`src/rtl/hazard_ctrl_pkg.sv`:
```
// Shared encodings for the hazard controller: forwarding selects, next-PC and
// writeback-source codes, memory-wait FSM states and a register-match helper.
package hazard_ctrl_pkg;

  localparam int NPC_OP_LENGTH  = 3;
  localparam int REG_SRC_LENGTH = 2;

  localparam logic [1:0] FWD_REG = 2'b00;
  localparam logic [1:0] FWD_WB  = 2'b01;
  localparam logic [1:0] FWD_MEM = 2'b10;

  localparam logic [NPC_OP_LENGTH-1:0] NPC_OP_NEXT   = 3'd0;
  localparam logic [NPC_OP_LENGTH-1:0] NPC_OP_JUMP   = 3'd1;
  localparam logic [NPC_OP_LENGTH-1:0] NPC_OP_BRANCH = 3'd2;
  localparam logic [NPC_OP_LENGTH-1:0] NPC_OP_JR     = 3'd3;

  localparam logic [REG_SRC_LENGTH-1:0] REG_SRC_ALU = 2'd0;
  localparam logic [REG_SRC_LENGTH-1:0] REG_SRC_MEM = 2'd1;
  localparam logic [REG_SRC_LENGTH-1:0] REG_SRC_PC  = 2'd2;

  // State bits are {inst outstanding, data outstanding}.
  typedef enum logic [1:0] {
    RUN     = 2'b00,
    WAIT_D  = 2'b01,
    WAIT_I  = 2'b10,
    WAIT_ID = 2'b11
  } memState_t;

  // $0 is hard-wired, so a write to it never produces a dependency.
  function automatic logic regHit(input logic [4:0] dst, input logic we, input logic [4:0] src);
    return we && (dst != 5'd0) && (dst == src);
  endfunction

endpackage

```
`src/rtl/hazard_ctrl_mem_wait_fsm.sv`:
```
// Tracks outstanding instruction/data SRAM accesses, counts consecutive wait
// cycles and raises a sticky timeout flag when a wait runs too long.
module mem_wait_fsm
  import hazard_ctrl_pkg::*;
#(
  parameter int MEM_TIMEOUT = 255
) (
  input  logic clk,
  input  logic rst,
  input  logic inst_req,
  input  logic inst_ok,
  input  logic data_req,
  input  logic data_ok,
  output logic iPend,
  output logic dPend,
  output logic memTimeout
);

  localparam int CW = $clog2(MEM_TIMEOUT + 1);
  localparam logic [CW-1:0] WAIT_MAX = CW'(MEM_TIMEOUT);

  memState_t   state;
  logic [CW-1:0] waitCnt;
  logic        iOutstanding;
  logic        dOutstanding;

  assign iOutstanding = (state == WAIT_I) || (state == WAIT_ID);
  assign dOutstanding = (state == WAIT_D) || (state == WAIT_ID);

  // An ok completes the access in the cycle it arrives, even a fresh request.
  assign iPend = (inst_req || iOutstanding) && !inst_ok;
  assign dPend = (data_req || dOutstanding) && !data_ok;

  always_ff @(posedge clk or negedge rst) begin
    if (!rst) begin
      state      <= RUN;
      waitCnt    <= '0;
      memTimeout <= 1'b0;
    end else begin
      state <= memState_t'({iPend, dPend});
      if (state == RUN) begin
        waitCnt <= '0;
      end else if (waitCnt != WAIT_MAX) begin
        waitCnt <= waitCnt + 1'b1;
      end
      // Set on the edge where the counter lands on the limit.
      if ((state != RUN) && (waitCnt >= WAIT_MAX - 1'b1)) begin
        memTimeout <= 1'b1;
      end
    end
  end

endmodule

```
`src/rtl/hazard_ctrl.sv`:
```
// Pipeline hazard/stall controller: forwarding selects for ID and EX, load-use
// and branch-operand stalls, and freezes while SRAM accesses are outstanding.
module hazard_ctrl
  import hazard_ctrl_pkg::*;
#(
  parameter int MEM_TIMEOUT = 255,
  parameter int CNT_WIDTH   = 32
) (
  input  logic                      clk,
  input  logic                      rst,
  input  logic [4:0]                rsD,
  input  logic [4:0]                rtD,
  input  logic [4:0]                rsE,
  input  logic [4:0]                rtE,
  input  logic [NPC_OP_LENGTH-1:0]  npcOpD,
  input  logic [4:0]                writeRegAddrE,
  input  logic                      Regfile_weE,
  input  logic [REG_SRC_LENGTH-1:0] regSrc_muxE,
  input  logic [4:0]                writeRegAddrM,
  input  logic                      Regfile_weM,
  input  logic [REG_SRC_LENGTH-1:0] regSrc_muxM,
  input  logic [4:0]                writeRegAddrW,
  input  logic                      Regfile_weW,
  input  logic                      inst_req,
  input  logic                      inst_ok,
  input  logic                      data_req,
  input  logic                      data_ok,
  output logic                      forwardAD,
  output logic                      forwardBD,
  output logic [1:0]                forwardAE,
  output logic [1:0]                forwardBE,
  output logic                      stallF,
  output logic                      stallD,
  output logic                      stallE,
  output logic                      stallM,
  output logic                      flushD,
  output logic                      flushE,
  output logic                      mem_timeout,
  output logic [CNT_WIDTH-1:0]      stall_cycles
);

  logic iPend, dPend;
  logic loadE, loadM, branchD;
  logic hitED, hitMD, luStall, brStall;

  mem_wait_fsm #(.MEM_TIMEOUT(MEM_TIMEOUT)) u_memWait (
    .clk        (clk),
    .rst        (rst),
    .inst_req   (inst_req),
    .inst_ok    (inst_ok),
    .data_req   (data_req),
    .data_ok    (data_ok),
    .iPend      (iPend),
    .dPend      (dPend),
    .memTimeout (mem_timeout)
  );

  assign forwardAD = regHit(writeRegAddrM, Regfile_weM, rsD);
  assign forwardBD = regHit(writeRegAddrM, Regfile_weM, rtD);

  always_comb begin
    forwardAE = FWD_REG;
    if (regHit(writeRegAddrM, Regfile_weM, rsE))      forwardAE = FWD_MEM;
    else if (regHit(writeRegAddrW, Regfile_weW, rsE)) forwardAE = FWD_WB;
    forwardBE = FWD_REG;
    if (regHit(writeRegAddrM, Regfile_weM, rtE))      forwardBE = FWD_MEM;
    else if (regHit(writeRegAddrW, Regfile_weW, rtE)) forwardBE = FWD_WB;
  end

  assign loadE   = regSrc_muxE == REG_SRC_MEM;
  assign loadM   = regSrc_muxM == REG_SRC_MEM;
  assign branchD = (npcOpD == NPC_OP_BRANCH) || (npcOpD == NPC_OP_JR);
  assign hitED   = regHit(writeRegAddrE, Regfile_weE, rsD) || regHit(writeRegAddrE, Regfile_weE, rtD);
  assign hitMD   = regHit(writeRegAddrM, Regfile_weM, rsD) || regHit(writeRegAddrM, Regfile_weM, rtD);
  assign luStall = loadE && hitED;
  assign brStall = branchD && (hitED || (loadM && hitMD));

  // Data wait freezes everything; a hazard bubble beats an instruction bubble.
  always_comb begin
    stallF = 1'b0;
    stallD = 1'b0;
    stallE = 1'b0;
    stallM = 1'b0;
    flushD = 1'b0;
    flushE = 1'b0;
    if (dPend) begin
      stallF = 1'b1;
      stallD = 1'b1;
      stallE = 1'b1;
      stallM = 1'b1;
    end else if (luStall || brStall) begin
      stallF = 1'b1;
      stallD = 1'b1;
      flushE = 1'b1;
    end else if (iPend) begin
      stallF = 1'b1;
      flushD = 1'b1;
    end
  end

  always_ff @(posedge clk or negedge rst) begin
    if (!rst) begin
      stall_cycles <= '0;
    end else if (stallF) begin
      stall_cycles <= stall_cycles + 1'b1;
    end
  end

endmodule

```
`config.mk`:
```
export PLATFORM = sky130hd
export DESIGN_NAME = hazard_ctrl
export DESIGN_NICKNAME = d
export VERILOG_FILES = /design/src/rtl/hazard_ctrl_pkg.sv /design/src/rtl/hazard_ctrl_mem_wait_fsm.sv /design/src/rtl/hazard_ctrl.sv
export SDC_FILE = /design/constraint.sdc
export NUM_CORES = 1
export LEC_CHECK = 0
export ABC_AREA = 1
export BUFFER_PORTS_ARGS = -buffer_cell sky130_fd_sc_hd__buf_4
export CAP_MARGIN = 20
export CORE_ASPECT_RATIO = 1.75
export CORE_UTILIZATION = 45
export CTS_CLUSTER_DIAMETER = 150
export DETAILED_ROUTE_END_ITERATION = 12
export PLACE_DENSITY = 0.69
export SYNTH_ARGS = -nofsm -noshare
export SYNTH_HDL_FRONTEND = slang
export SYNTH_SLANG_ARGS = --single-unit
```
`constraint.sdc`:
```
create_clock -name clk -period 2.2 [get_ports clk]
set_input_delay 0.11 -clock clk [delete_from_list [all_inputs] [get_ports clk]]
set_output_delay 0.11 -clock clk [all_outputs]
set_load 0.05 [all_outputs]
```
==> results.toml, run 1 <==
[outcome]
outcome = "completed"

[worst_setup_path]
worstReg2RegStart = "stall_cycles[5]"
rr_worst_depth = 8
max_stage_delay_ns = 0.34
cp_cell_sequence = "nor2_1, nor2_1, inv_1, nand4_2, buf_4, buf_4"
worstPathMaxFanout = 33
cpMaxStageDelayCell = "dfrtp_1"
crit_arrival_ns = 1.77
cp-start-kind = "flip-flop"
r2r_end = "stall_cycles[28]"
path_class = "reg -> out"
rrSetupSlack_ns = 0.39
crit_path_end_kind = "primary output"
required_ns = 2.09

[timing]
layout_setup_ws_ns = 0.317
hold_ws_ns = 0.0328
finalSetupViolCount = 0
setup-tns-final_ns = 0
slew_viol_final = 0
fin_crit_ns = 1.88
relSlewSlack = 0.635
tightest_slew_ns = 0.548
rsz0062_at_grt = "false"
finalHoldViolCount = 0
period_share = 0.856
clock_skew_ns = 0.00288
max_freq_mhz = 531

[global_route]
first_global_vias = 3117
grt-ovfl-total = 0
grt_max_degree = 44
grt_pass1_wl_um = 13600
grt_antenna_before_repair = 0
grtUsageTotal = 0.235

[clock_network]
clkTransAtPathRegs_ns = 0.06
tritoncts = "built"
clk_latency_ns = 0.29
post_cts_resized = 0
clk_path_buf_depth = 2
htree_levels = 2
cts-root-buf = "clkbuf_16"
cts_buffers = 5
cts.sinks = 43

[finish]
area_growth_pct = 27.6
fin_area_um2 = 4060
layout-drive-gt1-share = 0.206
antennaDiodeCount = 0
nets = 594
utilization = 0.593

[logic_synthesis]
yosysTopAreaCellShare = 0.338
synth_fp_nets = 503
synthFlopType = "dfrtp_1"
synth_cell_type_count = 31
syn_avg_cell_area_um2 = 7.09
ys.warnings.count = 0
yosysSeqAreaShare = 0.338
synth_edf_count = 0
synth_largest_area_cell = "dfrtp_1"
yosysMostFrequentCell = "nand2_1"
syn_inst = 449
synth_seq_cells = 43
syn_area_um2 = 3180
async_flop_share = 1.00
synth_commonest_cells = "nand2_1, nor2_1, xor2_1, dfrtp_1, inv_1"
synth_area_leaders = "dfrtp_1, nand2_1, xor2_1, xnor2_1, nor2_1"

[route]
drt-vias-per-instance = 5.03
wirelength_um = 7940
route.detailed.drc = 0
firstDrtPassIters = 4
dr.first_iter.drc_count = 95
route.antenna.remaining_nets = 0
vias = 3133
routedWlPerCell_um = 12.7

[hold_path]
min_to = "u_memWait.state[0]"
min-delay-start = "data_ok"
hold_path.class = "in -> reg"
hold_path_depth = 2

[floorplanning]
start_util = 0.464
boundaryPins = 96
die_y_um = 113
rows = 40
die_w_um = 65.6
dieArea_um2 = 7430
core_area_um2 = 6860

[placed_design]
portBuffers = 94
place_area_um2 = 3930
gp_congestion = 0.912
post-dp-hpwl_um = 6310
pre_cts_slack_ns = 0.439

[power]
power_density_nw_per_um2 = 563
power_leakage_nw = 2.15
ir_drop_uv = 265

[flow_run]
maxCapViolCount = 0
[how the worst max path moves through the flow]
stage | slack (ns) | end | from | depth (start not counted)
2_1_floorplan | 0.08 | stall_cycles[10] | u_memWait.state[0] | 7
3_3_place_gp | 0.45 | stall_cycles[30] | stall_cycles[5] | 8
3_5_place_dp | 0.44 | stall_cycles[30] | stall_cycles[5] | 8
4_1_cts | 0.28 | stallF | u_memWait.state[0] | 6
5_1_grt | 0.16 | stallF | u_memWait.state[0] | 6
6_report | 0.32 | stallF | u_memWait.state[0] | 6
[kinds of logic after synthesis]
kind of cell	synth area share
buf+inv	0.0778
flops	0.338
fa+ha+maj	0.0118
simple gates	0.360
xor+xnor	0.182
compound gates	0.0314
[cell type report]
| type | count | area [µm²] |
|---|---|---|
| clock buffer | 6 | 129 |
| fill | 649 | 2790 |
| inverter | 40 | 150 |
| multi-input combinational | 353 | 1870 |
| sequential | 43 | 1080 |
| tap | 84 | 105 |
| timing repair buffer | 97 | 731 |
[report_power, final]
part	total, W	switching (W)	leakage [nW]	internal [W]
sequential	0.000913	0.0000673	0.588	0.000846
clock	0.000692	0.000284	0.0628	0.000408
combinational	0.000682	0.000436	1.50	0.000246
[critical path: cells and delay by family, from the launching register on]
| family | cells | cell delay, ns |
|---|---|---|
| buf+inv | 3 | 0.73 |
| simple gates | 3 | 0.41 |
| flops | 1 | 0.34 |
[placed cells by master, fill, tap and decap left out, types with 2 or more instances in the layout]
| cell | synthesis | routed |
|---|---|---|
| nand4_1 | 8 | 8 |
| buf_4 | 1 | 96 |
| nand3_1 | 16 | 16 |
| nor3_1 | 13 | 13 |
| ha_1 | 3 | 3 |
| nor2_1 | 49 | 49 |
| o21ai_0 | 7 | 7 |
| nor4_2 | 0 | 2 |
| clkbuf_16 | 0 | 5 |
| nand2_1 | 161 | 161 |
| nand2_2 | 2 | 2 |
| dfrtp_1 | 43 | 43 |
| inv_1 | 39 | 39 |
| xnor2_1 | 22 | 22 |
| xor2_1 | 44 | 44 |
| a21oi_1 | 5 | 5 |
| nand3b_1 | 3 | 3 |
| nor4_1 | 9 | 7 |
[sequential cells by signal (all words and copies together), names as in the netlist]
name / count
stall_cycles: 32
u_memWait.memTimeout: 1
u_memWait.state: 2
u_memWait.waitCnt: 8
[layer usage]
layer | track usage | routed length (µm) | up-vias
li1 | - | - | 1588
met1 | 0.236 | 2890 | 1424
met2 | 0.444 | 4370 | 100
met3 | 0.0464 | 394 | 21
met4 | 0.112 | 280 | 0
met5 | 0 | 0 | -
[per-stage QoR]
step | power, W | cells
2_1_floorplan | 0.00138 | 449
3_3_place_gp | 0.00160 | 616
3_5_place_dp | 0.00161 | 616
4_1_cts | 0.00231 | 623
5_1_grt | 0.00242 | 623
6_report | 0.00229 | 623
[timing repair]
item                      CTS  global route
hold buffers                1             0
setup buffers               0             0
hold endpoints to repair   43             0
Note: power is estimated with default switching activity, not from simulation.
==> run 2, diff against run 1 <==
--- a/config.mk
+++ b/config.mk
@@ -10,9 +10,10 @@
 export CAP_MARGIN = 20
 export CORE_ASPECT_RATIO = 1.75
 export CORE_UTILIZATION = 45
+export CTS_BUF_LIST = sky130_fd_sc_hd__clkbuf_16
 export CTS_CLUSTER_DIAMETER = 150
 export DETAILED_ROUTE_END_ITERATION = 12
-export PLACE_DENSITY = 0.69
+export PLACE_DENSITY = 0.72
 export SYNTH_ARGS = -nofsm -noshare
 export SYNTH_HDL_FRONTEND = slang
 export SYNTH_SLANG_ARGS = --single-unit
==> constraint.sdc (replaced) <==
create_clock -name clk -period 1.6 [get_ports clk]
set_input_delay 0.08 -clock clk [delete_from_list [all_inputs] [get_ports clk]]
set_output_delay 0.08 -clock clk [all_outputs]
set_load 0.05 [all_outputs]
==> run 2 against run 1 <==
Sequential share of layout area decreased by 1.8 points. First-iteration DRC count up 48%. Clock-buffer cell count down 1. Hold slack gained 0.073 ns. Largest power group unchanged.
==> results.toml, run 2 (same netlist as run 1, synthesis figures left out) <==
[hold_path]
hold_path_depth = 3
hold_path.class = "in -> reg"
min-delay-start = "data_req"
min_to = "u_memWait.state[0]"

[route]
route.antenna.remaining_nets = 0
drt-vias-per-instance = 5.10
vias = 3316
firstDrtPassIters = 6
route.detailed.drc = 0
wirelength_um = 8800
dr.first_iter.drc_count = 141
routedWlPerCell_um = 13.5

[finish]
multi_input_area_um2 = 2050
top_register = "stall_cycles"
mostFrequentLayoutCells = "nand2_1, buf_4, xor2_1, inv_1, nor2_1"
layout_commonest_cell = "nand2_1"
reg_top3 = "stall_cycles (32), u_memWait.waitCnt (8), u_memWait.state (2)"
final_cells = 650
nets = 619
antennaDiodeCount = 0
utilization = 0.655
layout-drive-gt1-share = 0.336
seq_area_um2 = 1110
fin_area_um2 = 4490
area_growth_pct = 41.1
num-fill-cells = 603
largest_register_ffs = 32

[global_route]
grt_max_degree = 44
grt_pass1_wl_um = 14300
grt_antenna_before_repair = 0
grt-ovfl-total = 0
grtUsageTotal = 0.248
first_global_vias = 3251

[worst_setup_path]
crit_path_end_kind = "flip-flop"
path_common_cell = "nand2_1"
r2r_end = "stall_cycles[12]"
rr_worst_depth = 8
cpMaxStageDelayCell = "dfrtp_2"
crit_arrival_ns = 1.80
rrSetupSlack_ns = 0.03
worstReg2RegStart = "stall_cycles[5]"
max_stage_delay_ns = 0.38
crit_buf_inv = 2
required_ns = 1.83
cp_cell_sequence = "inv_1, nor3_2, nand2_1, nor3_2, buf_4, xor2_1, nand2_1, nand2_1"
cpLargestDelayFamily = "simple AND/OR/NAND/NOR gates"
cp-start-kind = "flip-flop"
path_class = "reg -> reg"
worstPathMaxFanout = 3

[clock_network]
clk_path_buf_depth = 2
clkTransAtPathRegs_ns = 0.06
cts.sinks = 43
cts_buffers = 5
htree_levels = 2
cts-root-buf = "clkbuf_16"
tritoncts = "built"
clk_latency_ns = 0.29

[floorplanning]
die_w_um = 65.6
start_util = 0.464
core_area_um2 = 6860
die_y_um = 113
boundaryPins = 96
rows = 40
dieArea_um2 = 7430

[power]
report.power.total_w = 0.00341
ir_drop_uv = 527
power_leakage_nw = 2.30
power_density_nw_per_um2 = 758

[timing]
finalHoldViolCount = 0
rsz0062_at_grt = "true"
relSlewSlack = 0.629
slew_viol_final = 0
period_share = 0.982
fin_crit_ns = 1.57
finalSetupViolCount = 0
tightest_slew_ns = 0.557
max_freq_mhz = 637
clock_skew_ns = 0.00360

[placed_design]
portBuffers = 94
dp.cells = 633
post-dp-hpwl_um = 6750
gp_congestion = 0.932
place_area_um2 = 4160

[flow_run]
maxCapViolCount = 0

[outcome]
outcome = "completed"
-- run 2: cell types whose count changed in the layout (fill, tap and decap cells not counted), sizes merged --
cell / delta
buf: +23
clkinv: +2
clkbuf: -1
inv: +1
dlygate4sd3: +2
-- run 2: worst max path at each step --
stage | start | endpoint | slack [ns] | depth (start not counted)
2_1_floorplan | stall_cycles[5] | stall_cycles[28] | -0.02 | 8
3_3_place_gp | stall_cycles[6] | stall_cycles[25] | 0.02 | 9
3_5_place_dp | stall_cycles[6] | stall_cycles[25] | 0.02 | 9
4_1_cts | stall_cycles[6] | stall_cycles[25] | 0.009 | 9
5_1_grt | stall_cycles[3] | stall_cycles[25] | -0.05 | 9
6_report | stall_cycles[5] | stall_cycles[12] | 0.03 | 8
-- run 2: cell type report --
type | instances | share of cell area
tap | 84 | 0.0234
inverter | 40 | 0.0334
multi-input combinational | 353 | 0.457
clock buffer | 5 | 0.0278
timing repair buffer | 122 | 0.209
clock inverter | 3 | 0.00251
sequential | 43 | 0.246
-- run 2: per-layer routing --
| metal | wire (µm) | share of wire | global-route usage | vias up |
|---|---|---|---|---|
| met5 | 0 | 0 | 0 | - |
| met4 | 325 | 0.037 | 0.114 | 0 |
| met3 | 420 | 0.048 | 0.0433 | 28 |
| met2 | 5030 | 0.57 | 0.472 | 131 |
| met1 | 3020 | 0.34 | 0.249 | 1522 |
| li1 | - | - | - | 1635 |
-- run 2: repair_timing --
action	4_1_cts	5_1_grt
hold buffers	3	0
gates resized for setup	2	29
endpoints found under the setup margin	3	13
endpoints found under the hold margin	45	0
pin swaps	0	4
setup buffers	0	6
-- run 2: report_power, final --
part / internal (W) / switching, W
sequential: 0.00117 / 0.000117
combinational: 0.000449 / 0.000696
clock: 0.000562 / 0.000407
total: 0.00218 / 0.00122
-- run 2: tightest hold or removal path, delay by kind of cell --
family	cells	cell delay (ns)
simple gates	2	0.18
buf+inv	1	0.08
-- run 2: through the flow --
step	hold slack (ns)	worst slack (ns)	TNS [ns]
2_1_floorplan	-0.216	-0.0207	-0.0379
3_3_place_gp	0.103	0.0211	0
3_5_place_dp	0.109	0.0216	0
4_1_cts	0.101	0.00914	0
5_1_grt	0.132	-0.0509	-0.195
6_report	0.106	0.0296	0
